$ cat src/rtl/rotating_square_ctrl_pkg.sv
// Shared constants and helpers for the rotating-square display controller:
// segment patterns, digit/position counts and the position-to-digit mapping.
package rotating_square_ctrl_pkg;

  localparam int DIGITS    = 4;
  localparam int POSITIONS = 8;
  localparam int POS_W     = 3;

  typedef logic [7:0] seg_t;

  localparam seg_t SSEG_TOP   = 8'h9C;
  localparam seg_t SSEG_BOT   = 8'hA3;
  localparam seg_t SSEG_BLANK = 8'hFF;

  // Upper half runs left-to-right on digits 0..3, lower half returns on 3..0.
  function automatic logic [1:0] pos_digit(input logic [POS_W-1:0] p);
    return p[2] ? ~p[1:0] : p[1:0];
  endfunction

  function automatic seg_t pos_pattern(input logic [POS_W-1:0] p);
    return p[2] ? SSEG_BOT : SSEG_TOP;
  endfunction

endpackage

$ cat src/rtl/rotating_square_ctrl_led_mux4.sv
// Four-digit time multiplexer: free-running refresh counter whose top two
// bits pick the digit, with registered active-low anode and segment outputs.
module led_mux4
  import rotating_square_ctrl_pkg::*;
#(
  parameter int REFRESH_N = 18
) (
  input  logic                    clk,
  input  logic                    reset,
  input  logic [DIGITS-1:0][7:0]  digits,
  output logic [3:0]              an,
  output logic [7:0]              sseg
);

  logic [REFRESH_N-1:0] cnt;
  logic [1:0]           sel;

  assign sel = cnt[REFRESH_N-1:REFRESH_N-2];

  // Refresh counter and output register; outputs lag sel by one cycle.
  always_ff @(posedge clk or negedge reset) begin
    if (!reset) begin
      cnt  <= {REFRESH_N{1'b0}};
      an   <= 4'b1111;
      sseg <= SSEG_BLANK;
    end else begin
      cnt  <= cnt + {{(REFRESH_N-1){1'b0}}, 1'b1};
      an   <= ~(4'b0001 << sel);
      sseg <= digits[sel];
    end
  end

endmodule

$ cat src/rtl/rotating_square_ctrl.sv
// Rotating-square controller: tick-driven position register plus per-digit
// pattern builder feeding the four-digit display multiplexer.
module rotating_square_ctrl
  import rotating_square_ctrl_pkg::*;
#(
  parameter int REFRESH_N = 18
) (
  input  logic             clk,
  input  logic             reset,
  input  logic             tick,
  input  logic             en,
  input  logic             cw,
  output logic [POS_W-1:0] pos,
  output logic [3:0]       an,
  output logic [7:0]       sseg
);

  logic [DIGITS-1:0][7:0] digits;

  // Position register: one step per accepted tick, 3-bit wrap both ways.
  always_ff @(posedge clk or negedge reset) begin
    if (!reset) begin
      pos <= 3'd0;
    end else if (tick && en) begin
      pos <= cw ? pos + 3'd1 : pos - 3'd1;
    end else begin
      pos <= pos;
    end
  end

  // Only the digit under the square gets a pattern; the rest stay blank.
  always_comb begin
    digits = {DIGITS{SSEG_BLANK}};
    for (int i = 0; i < DIGITS; i++) begin
      if (pos_digit(pos) == 2'(i)) begin
        digits[i] = pos_pattern(pos);
      end else begin
        digits[i] = SSEG_BLANK;
      end
    end
  end

  led_mux4 #(
    .REFRESH_N (REFRESH_N)
  ) u_mux (
    .clk    (clk),
    .reset  (reset),
    .digits (digits),
    .an     (an),
    .sseg   (sseg)
  );

endmodule

$ cat config.mk
export PLATFORM = sky130hd
export DESIGN_NAME = rotating_square_ctrl
export DESIGN_NICKNAME = d
export VERILOG_FILES = /design/src/rtl/rotating_square_ctrl_pkg.sv /design/src/rtl/rotating_square_ctrl_led_mux4.sv /design/src/rtl/rotating_square_ctrl.sv
export SDC_FILE = /design/constraint.sdc
export NUM_CORES = 1
export LEC_CHECK = 0
export CAP_MARGIN = 10
export CORE_MARGIN = 3
export CORE_UTILIZATION = 30
export DETAILED_ROUTE_END_ITERATION = 8
export HOLD_SLACK_MARGIN = 0.15
export PLACE_DENSITY = 0.51
export REMOVE_ABC_BUFFERS = 1
export SLEW_MARGIN = 20
export SYNTH_ARGS = -nofsm -noshare
export SYNTH_HDL_FRONTEND = slang
export SYNTH_SLANG_ARGS = --single-unit
$ cat constraint.sdc
create_clock -name clk -period 3.4 [get_ports clk]
set_clock_uncertainty 0.2 [all_clocks]
set_input_delay 0.68 -clock clk [delete_from_list [all_inputs] [get_ports clk]]
set_output_delay 0.68 -clock clk [all_outputs]
set_load 0.01 [all_outputs]
# Yosys cells after proc, flatten, opt, wreduce, memory -nomap -nowiden
# Cells that the tools add are included.
# op_classes
mul	0
addsub	3
eq_ne	3
shifts	1
bitwise	2
n_reduce_logical	2
magnitude_cmp	1
n_div	0
muxes	9
# ops
operator	n
7-bit 2-to-1 mux	4
18-bit by 1-bit adder with 18-bit output (second input constant)	1
8-bit binary-select mux with 2-bit select	1
8-bit 2-to-1 mux	1
6-bit 2-to-1 mux	1
2-bit equality test (second input constant)	2
4-bit NOT	1
1-bit by 2-bit << shifter with 4-bit output (first input constant)	1
3-bit by 1-bit adder with 3-bit output (second input constant)	1
2-bit by 3-bit < comparator with 1-bit output (second input constant)	1
3-bit 2-to-1 mux	1
3-bit by 1-bit subtractor with 3-bit output (second input constant)	1
2-bit by 1-bit equality test with 1-bit output (second input constant)	1
2-bit zero test	1
2-bit 2-to-1 mux	1
2-bit NOT	1
1-bit logical AND	1
# word_totals
romBits	0
out_inout_bits	15
ram_bits	0
register_bits	33
memories	0
latchBits	0
elab_cells	25
in_bits	5

# Logic depth before layout (Yosys ltp)
# depth
ltp_word	6
depth_mapped	5

# Cells and area by module
# From an unflattened synthesis, not the netlist that was laid out.
# unflattened
hier_cells	115
hier_area_um2	1592.8
# modules_own_cells
module	area_each_um2	cells_per_inst	seq_area_each_um2	instances
led_mux4	1335.0	87	765.7	1
rotating_square_ctrl	257.7	28	75.1	1

# Worst setup path before layout
# Ideal clock, no wire load.
# synth_timing
path_type	input-to-reg
from	in cw
to	reg pos[2]
required_ps	3121
setup_slack_ps	1607
t_arrival_ps	1514
path_stages	5
cell_sequence	inv_1 > fa_1 > xor2_1 > nor2_1 > xor2_1
# synth_via
elab_chain_len	1
# synth_rtl
element	line	source
from (decl)	rotating_square_ctrl.sv:12	input logic cw,
3-bit 2-to-1 mux	rotating_square_ctrl.sv:25	pos <= cw ? pos + 3'd1 : pos - 3'd1;
to (signal assigned)	rotating_square_ctrl.sv:25	
to (signal assigned)	rotating_square_ctrl.sv:27	pos <= pos;
to (decl)	rotating_square_ctrl.sv:13	output logic [POS_W-1:0] pos,
# No other way between the ends.
# A chain may end at the register's enable or synchronous reset.

==> run metrics <==
outcome=complete, no violations; initial antenna violation count=0; antenna viol nets, final=0; footprint of the multi-input gates=461.7 um^2; Arr. time, crit path=around 1400 ps; number of buffers added on ports=18; final max-slew violation count=0; post-route setup slack=1172 ps; horizontal extent of the die=69.97 um; critical-path cell list=clkdlybuf4s50_1; count of nets after finishing=122; Setup TNS Final=0 ps; MaxCap Viol Count=0; Critical Path Source Type=flip-flop; Hold/Removal Path Class=reg -> reg; Placement Setup Slack=1016 ps; Vert. Die Dim=69.97 um; via count=694; number of sinks driven by the clock tree=28; part of the Yosys area used for sequential elements=57.80%; Worst R2R Start=pos[0]; GRT Residual Overflow=0; Area after DPL=0.001438 mm^2; Antenna Diode Count=0; sequential cell area=709.4 um^2; summed area of non-filler cells in the final layout=0.001509 mm^2; cell count after synthesis=96; origin of the worst setup path=u_mux.sseg[5]; global-route usage over all layers=8.456%; Leakage=0.7073 nW; post-synthesis sequential element count=28; cell row count=22; Critical-path top delay cell=sky130_fd_sc_hd__dfstp_2; Root Buffer=sky130_fd_sc_hd__clkbuf_8; RD Place Congestion=between 0.6 and 0.7; data required time of the worst path=approximately 2500 ps; buffers inserted by post-CTS timing repair=0; boundary pin count=20; insertion delay to the later sink of the worst-skew pair=roughly 270 ps; clock transition at the registers of the reported paths=90 ps; core area=around 0.0038 mm^2; Mean Syn Cell Area=roughly 13 um^2; Hold Vio Cnt, Final=0; maximum level of the CTS H-tree=1; final worst-path cycle share=between 60% and 70%; WHS Path Cells=1; Final Core Density=39.72%; Fillers=366; area leader, netlist=sky130_fd_sc_hd__dfrtp_1; DRC errors left=0; CTS tree=built; Crit path max-delay family=flip-flops; commonest non-fill, non-tap cell in the layout=sky130_fd_sc_hd__dfrtp_1; wire length of the first global-routing pass=~3.3 mm; cell count along the critical path=1; most frequent cells in the layout=21 x sky130_fd_sc_hd__dfrtp_1, 18 x sky130_fd_sc_hd__clkdlybuf4s50_1, 11 x sky130_fd_sc_hd__xnor2_1; sort of element at the end of the critical path=output port; maximum buffer depth of the clock tree=2; crit-path max cell delay=between 500 and 600 ps; worst-case vdd ir drop=0.2394 mV; Wirelength per Cell=10.70 um; Routed WL=1.734 mm; count of hold-fix buffers inserted at cts=0; Syn Std Cell Area=0.001227 mm^2; unrepaired setup endpoints after global routing=false; worst hold path startpoint=u_mux.cnt[0]; setup-violating endpoint count in the final report=0; number of global-route vias before repair=709; Starting Density=32.31%; Crit Path Class=reg -> out; first-iteration detailed-routing DRC count=15; signed area change from the synthesized netlist to the final layout=22.94%; number of vias per cell after detailed routing=around 4.3; sum of net half-perimeters after detailed placement=between 1 and 1.5 mm; biggest fanout along the worst timing path=3; area share of the largest cell type after synthesis=42.81%; Worst Hold Margin=276.7 ps; TritonCTS buffer count=3; total of cells resized after clock tree synthesis=0; die area=about 0.005 mm^2; highest clock frequency the design can meet=approximately 450 MHz; number of cells traversed by the worst register-to-register path=4; CP bufs+invs=1; drt pass-1 iters=2; largest net degree at the start of global routing=29; fraction of layout instances using a drive strength above 1=19.30%; total power divided by cell area=around 570 mW/mm^2; shortest period the worst path allows=2228 ps; Yosys warning total=0; distinct cell type count of the synthesized netlist=25; largest cells by area after synthesis=sky130_fd_sc_hd__dfrtp_1 43%, sky130_fd_sc_hd__dfstp_2 15%, sky130_fd_sc_hd__xnor2_1 7.8%
==> worst reg2reg max path, stage by stage, from the launching register on <==
cell and delay, ps:
sky130_fd_sc_hd__dfrtp_1 450, sky130_fd_sc_hd__fa_1 420, sky130_fd_sc_hd__xor2_1 150, sky130_fd_sc_hd__nor2_1 110
sky130_fd_sc_hd__xor2_1 160
==> metrics by stage <==
step	power, mW	std cells
after floorplan	0.4913	91
after global placement	0.6117	158
after detailed placement	0.6150	158
after CTS	0.8765	162
after global routing	0.9067	162
final	0.8590	162
==> layer usage <==
metal / vias up / routed length (um) / track usage (%)
met5: - / 0 / 0
met4: 0 / 8 / 1.915
met3: 2 / 124 / 3.741
met2: 18 / 832 / 13.96
met1: 329 / 769 / 10.13
li1: 345 / - / -
==> registers in the layout (all words and copies together), names as in the netlist <==
register,count
u_mux.an,4
pos,3
u_mux.sseg,3
u_mux.cnt,18
==> cells in the mapped netlist <==
cell and number:
sky130_fd_sc_hd__dfrtp_1 21, sky130_fd_sc_hd__xnor2_1 11, sky130_fd_sc_hd__xor2_1 10, sky130_fd_sc_hd__dfstp_2 7
sky130_fd_sc_hd__nand2_1 6, sky130_fd_sc_hd__nand3_1 6, sky130_fd_sc_hd__nor2_1 6, sky130_fd_sc_hd__buf_4 5
sky130_fd_sc_hd__inv_1 5, sky130_fd_sc_hd__and4_4 2, sky130_fd_sc_hd__nand4_1 2, sky130_fd_sc_hd__nor3_2 2
sky130_fd_sc_hd__and2_1 1, sky130_fd_sc_hd__and4_1 1, sky130_fd_sc_hd__conb_1 1, sky130_fd_sc_hd__fa_1 1
sky130_fd_sc_hd__ha_1 1, sky130_fd_sc_hd__mux2_2 1, sky130_fd_sc_hd__nand2_4 1, sky130_fd_sc_hd__nand2b_1 1
sky130_fd_sc_hd__nand4_2 1, sky130_fd_sc_hd__nand4_4 1, sky130_fd_sc_hd__nor4_4 1, sky130_fd_sc_hd__or2_2 1
sky130_fd_sc_hd__or3_1 1
==> power by group <==
group	switching (mW)	internal [mW]	leakage, nW	total, mW
sequential	0.0327	0.375	0.346	0.408
combinational	0.0745	0.121	0.326	0.195
clock	0.0984	0.158	0.0357	0.256
==> cells by family after synthesis <==
logic type,Yosys count,share of synthesized area (%)
xor+xnor,21,14.98
fa+ha+maj,2,2.650
buf+inv,10,4.588
simple gates,33,18.76
other cells,1,0.3055
mux,1,0.9174
flops,28,57.80
==> worst paths after layout <==
| kind | slack, ps | end |
|---|---|---|
| worst max-delay path | 1170 | sseg[1] |
| worst min-delay path | 280 | u_mux.cnt[0] |
| worst max register to register | 1840 | pos[2] |
| worst min register to register | 280 | u_mux.cnt[0] |
| max in group asynchronous | 2130 | u_mux.sseg[6] |
| min in group asynchronous | 570 | u_mux.cnt[14] |
==> final cells by class <==
| class | count | share of cell area [%] |
|---|---|---|
| Sequential cell | 28 | 47.01 |
| Multi-Input combinational cell | 58 | 30.60 |
| Timing Repair Buffer | 19 | 12.44 |
| Tap cell | 48 | 3.980 |
| Clock buffer | 3 | 2.736 |
| Clock inverter | 1 | 1.990 |
| Inverter | 5 | 1.244 |
Note: power is estimated with default switching activity, not from simulation.
